## src/rtl/alu_result_stage.sv

```systemverilog
// Two-entry result FIFO that derives {N,Z,C,V}, drops nops and accumulates sticky flags.
// Latency: one cycle into an empty queue. in_ready depends only on occupancy, never on out_ready.
module alu_result_stage (
  input  logic        clk,
  input  logic        rst_n,
  input  logic        in_valid,
  output logic        in_ready,
  input  logic [2:0]  control,
  input  logic [31:0] bus_in,
  input  logic        c_in,
  input  logic        v_in,
  output logic        out_valid,
  input  logic        out_ready,
  output logic [31:0] out_data,
  output logic [3:0]  out_flags,
  output logic [3:0]  sticky_flags,
  input  logic        clr_sticky,
  output logic [1:0]  count
);

  typedef struct packed {
    logic [31:0] data;
    logic [3:0]  flags;
  } entry_t;

  entry_t     mem [2];
  logic       wrPtr;
  logic       rdPtr;
  logic       doEnq;
  logic       doDeq;
  logic [3:0] newFlags;
  entry_t     headEntry;

  assign in_ready  = (count != 2'd2);
  assign out_valid = (count != 2'd0);

  assign newFlags = {bus_in[31], (bus_in == 32'h0), c_in, v_in};
  // Nops finish the handshake but never occupy a slot.
  assign doEnq    = in_valid && in_ready && (control != 3'b000);
  assign doDeq    = out_valid && out_ready;

  assign headEntry = mem[rdPtr];
  assign out_data  = out_valid ? headEntry.data  : 32'h0;
  assign out_flags = out_valid ? headEntry.flags : 4'h0;

  always_ff @(posedge clk) begin
    if (!rst_n) begin
      mem[0]       <= '0;
      mem[1]       <= '0;
      wrPtr        <= 1'b0;
      rdPtr        <= 1'b0;
      count        <= 2'd0;
      sticky_flags <= 4'h0;
    end else begin
      if (doEnq) begin
        mem[wrPtr] <= '{data: bus_in, flags: newFlags};
        wrPtr      <= ~wrPtr;
      end
      if (doDeq) begin
        rdPtr <= ~rdPtr;
      end

      case ({doEnq, doDeq})
        2'b10:   count <= count + 2'd1;
        2'b01:   count <= count - 2'd1;
        default: count <= count;
      endcase

      // A clear coinciding with an enqueue keeps only the new entry's flags.
      if (clr_sticky) begin
        sticky_flags <= doEnq ? newFlags : 4'h0;
      end else if (doEnq) begin
        sticky_flags <= sticky_flags | newFlags;
      end
    end
  end

endmodule

```

## config.mk

```make
export PLATFORM = sky130hd
export DESIGN_NAME = alu_result_stage
export DESIGN_NICKNAME = d
export VERILOG_FILES = /design/src/rtl/alu_result_stage.sv
export SDC_FILE = /design/constraint.sdc
export NUM_CORES = 1
export LEC_CHECK = 0
export BUFFER_PORTS_ARGS = -buffer_cell sky130_fd_sc_hd__clkbuf_2
export CAP_MARGIN = 0
export CORE_UTILIZATION = 58
export CTS_CLUSTER_DIAMETER = 60
export DETAILED_ROUTE_END_ITERATION = 6
export PLACE_DENSITY = 0.85
export SYNTH_ARGS = -nofsm -noshare
export SYNTH_HDL_FRONTEND = slang
export SYNTH_SLANG_ARGS = --single-unit
```

## constraint.sdc

```tcl
create_clock -name clk -period 5.6 [get_ports clk]
set_input_delay 1.12 -clock clk [delete_from_list [all_inputs] [get_ports clk]]
set_output_delay 1.12 -clock clk [all_outputs]
set_load 0.1 [all_outputs]
```

## Yosys cells after proc, flatten, opt, wreduce, memory -nomap -nowiden

Memories as Yosys holds them, arrays and structs flattened. A register that Yosys moved wholly into a read port is not among the register bits.
Cells that the tools add are included.
Widths: inputs -> output; s select.

| operators by class | value |
|---|---|
| reduce and logical (&&, ||, !) cells | 9 |
| order comparisons | 0 |
| divide/modulo/power cells | 0 |
| add/subtract/negate cells | 2 |
| shift-type cells | 0 |
| multipliers | 0 |
| equality and inequality tests | 3 |
| muxes and demuxes | 15 |
| bitwise logic cells | 3 |

Operators with widths:

| operator | number |
|---|---|
| $mux 36 | 1 |
| $reduce_or 36->1 | 1 |
| $logic_not 32->1 | 1 |
| $mux 32 | 1 |
| $mux 4 | 4 |
| $mux 1 | 8 |
| $reduce_bool 2->1 | 3 |
| $or 4x4->4 | 1 |
| $pmux 2 s2 | 1 |
| $logic_and 1x1->1 | 3 |
| $reduce_bool 3->1 | 1 |
| $add 2x1->2 const B | 1 |
| $eq 2x1->1 const B | 1 |
| $eq 2x2->1 const B | 1 |
| $ne 2x2->1 const B | 1 |
| $not 1->1 | 2 |
| $sub 2x1->2 const B | 1 |

| word-level totals | value |
|---|---|
| word-level logic and storage cells | 37 |
| bits in read-only memories | 0 |
| memories | 1 |
| flip-flop bits (word level) | 8 |
| memory bits (writable) | 72 |
| bits in latches | 0 |
| input port bits | 42 |
| output and inout bits | 44 |

Memory list:

| name | words | width | read ports | clocked after memory_dff | write ports | line | text |
|---|---|---|---|---|---|---|---|
| mem | 2 | 36 | 1 | 1 | 2 | 26 | `entry_t mem [2];` |

## Depth between registers and ports, before layout

| logic depth | value |
|---|---|
| depth after elaboration | 8 |
| gate-level depth with buffers | 7 |

## Worst setup path before layout

Ideal clock, no wire load.

| timing | value |
|---|---|
| kind | reg2out |
| from | register count[0] |
| to | output port out_flags[3] |
| path slack | 1.308 ns |
| stages on the path, launching flop included | 4 |
| arrival time | 3.172 ns |
| path through | dfxtp_1 -> nor2_1 -> nor2_1 -> buf_4 |

| on the way | value |
|---|---|
| word-level cells in the longest chain between the ends | 2 |

RTL lines:

| what | line | text |
|---|---|---|
| start: declaration | 18 | `output logic [1:0] count` |
| start signal: assignment | 64 | `2'b10: count <= count + 2'd1;` |
| start signal: assignment | 65 | `2'b01: count <= count - 2'd1;` |
| start signal: assignment | 66 | `default: count <= count;` |
| $reduce_bool 2->1 | 35 | `assign out_valid = (count != 2'd0);` |
| $mux 4 | 44 | `assign out_flags = out_valid ? headEntry.flags : 4'h0;` |
| end: declaration | 15 | `output logic [3:0] out_flags,` |

Every way passes these cells.

==> results.cfg <==
[floorplanning]
initial_core_util_pct = 60.48
boundaryPins = 86
num_rows = 29
core_area_um2 = 6386
die_x_um = 83.61
die-area_um2 = 6990
fp.dieH_um = 83.61

[grt]
grt_pass1_wl_mm = 11.70
grt_max_degree = 45
antenna_found_initial = 0
grt_overflow = 0
track_usage_pct = 22.04
grt_pass1_vias = 2501

[route]
num_vias = 2661
drt_wl_total_mm = 7.357
drc_errors = 0
drt_pass1_iterations = 4
viasPerCell = 5.509
antenna_left = 0
drt-initial-drc-count = 176
wl_per_cell_um = 15.23

[yosys]
synth_commonest_cells = 70 x edfxtp_1, 44 x nor2_1, 38 x inv_1
syn-num-nets = 365
synth_most_common_cell = edfxtp_1
yosysWarnings = 0
synthFlopType = edfxtp_1
avgSynthCellArea_um2 = 12.00
ys_async_sr_fraction_pct = 0
netlist_area_um2 = 3862
synthCells = 322
synth_top_cell_area_share_pct = 54.42
netlist_top_cells_area = edfxtp_1 54%, mux2i_1 9.1%, nor3_2 7.5%, nor2_2 4.7%, dfxtp_1 4.7%
seq_area_frac_synth_pct = 59.09
synth-edff-count = 70
ys_seq_elements = 79
yosysUniqueCellTypes = 32
synth_top_cell_by_area = edfxtp_1

[critical_path]
worstSetupPathType = flop to output pin
crit_slowest_cell = dfxtp_2
crit_fanout = 35
cp-end-kind = output pin
crit_buf_inv = 1
worstSetupStartpointType = flop
cp_slowest_stage_delay_ps = 1070
cp_cell_sequence = mux2i_1, nor2_1, clkbuf_2
cp_top_family = flip-flops
cp.arrival_ps = 2300
cp.required_ps = 4480

[timing]
holdWs_ps = 479.0
fmax_mhz = 292.1
finalMaxSlewViolations = 0
setup_viol = 0
relSlewSlack_pct = 25.94
tns_ps = 0
rsz0062_at_grt = no
worstMarginPinSlew_ps = 1111
min_period_ps = 3423
fin_crit_sh_pct = 61.13
fin_skew_ps = 10.96
setup_slack_ps = 2177
hold_violations = 0

[cts]
cts.sinks = 79
cts_buffers = 9
post_cts_buffers = 0
cts.path.max_buffers = 2
cts_max_level = 3
worstSkewPairLatency_ps = 340
clk_pin_slew_worst_paths_ps = 80
root_buffer = clkbuf_8
post_cts_resized = 0
cts_tree = built
cts_hold_buffers = 0

[final_layout]
area_growth_syn_to_layout_pct = 14.71
multi_input_area_um2 = 1300
regArea_um2 = 2283
diodes = 0
fillers = 434
layout.nets = 444
drive_gt1_share_pct = 40.39
final_cells = 483
finalInstanceArea_um2 = 4431

[power]
powerDensity_nw_per_um2 = 523.2
p_clk_share_pct = 15.0
p_int_uw = 1088
power.switching_uw = 1230
p_comb_share_pct = 50.3
p_sw_share_pct = 53.07
p_seq_share_pct = 34.7
p_leak_uw = 0.001831
ir_drop_mv = 0.5675

[placed_design]
dpl_cell_area_um2 = 4274
pre_cts_ws_ps = 2111
place_congestion = 0.7211
hpwl_mm = 4.829
port_buffers = 85
place_inst = 467

[status]
status = complete, no violations

[min_path]
hold_path_class = flop to flop

[job]
maxCapViolations = 0
-- power by group through the flow --
stage	sequential, uW	clock (uW)	combinational (uW)
after floorplan	825	0	990
after global placement	814	0	1160
after detailed placement	818	0	1170
after CTS	805	348	1170
after global routing	814	379	1210
final	805	347	1170
-- worst reg2reg max path: stages (launching register included) --
cell and delay [ps]:
dfxtp_1 450, nor2b_1 120, or4_2 1110, nand2_1 220
buf_4 440
-- final timing paths --
kind              slack, ps         endpoint  cells after the start       startpoint
setup / recovery       2180     out_flags[3]                      3             flop
hold reg to reg         480  sticky_flags[3]                      2  sticky_flags[3]
setup reg to reg       2900        mem[1][2]                      4         count[0]
hold / removal          480  sticky_flags[3]                      2  sticky_flags[3]
-- cell type report --
class	instances	share of cell area [%]
Inverter	39	3.304
Clock inverter	5	0.5648
Tap cell	77	2.175
Sequential cell	79	51.54
Timing Repair Buffer	88	10.11
Multi-Input combinational cell	184	29.34
Clock buffer	11	2.965
-- kinds of logic (layout without fill, tap and decap cells) --
kind of cell | Yosys count | in the layout | share of synthesized area (%)
adders and majority gates | 1 | 1 | 0.3239
muxes | 35 | 35 | 9.070
AOI/OAI and AO/OA | 9 | 9 | 1.426
and+or+nand+nor | 136 | 136 | 22.03
buffers and inverters | 59 | 143 | 7.386
xor gates and xnor gates | 3 | 3 | 0.6804
DFF | 79 | 79 | 59.09
-- stage by stage --
step	util, %	total power, uW
floorplan	-	1815
global placement	66.93	1971
detailed placement	66.93	1988
CTS	69.38	2325
global route	69.38	2407
finish	69.38	2318
-- sequential cells by signal, summed over array words and instances, names as in the netlist, named ones only --
name          count
sticky_flags      4
wrPtr             1
mem              70
count             2
rdPtr             1
-- per-layer routing --
layer / part of all wire (%) / up-vias / track usage, %
li1: - / 1266 / -
met1: 40 / 1257 / 25.96
met2: 52 / 114 / 38.06
met3: 5.5 / 24 / 3.858
met4: 3.1 / 0 / 12.48
met5: 0 / - / 0
-- cell usage in the layout (no fill, tap or decap), drive strengths merged, types with 2 or more instances in the layout --
master  netlist  layout
clkbuf        7      96
nor2         73      73
edfxtp       70      70
inv          38      39
nor3         36      36
mux2i        35      35
nor4          9       9
dfxtp         9       9
nand4         5       5
a21oi         5       5
clkinv        1       5
nand2         3       3
nand2b        3       3
buf          13       3
o21ai         2       2
or3           2       2
or4           2       2
xor2          2       2
Power figures use the tool's default switching activity.
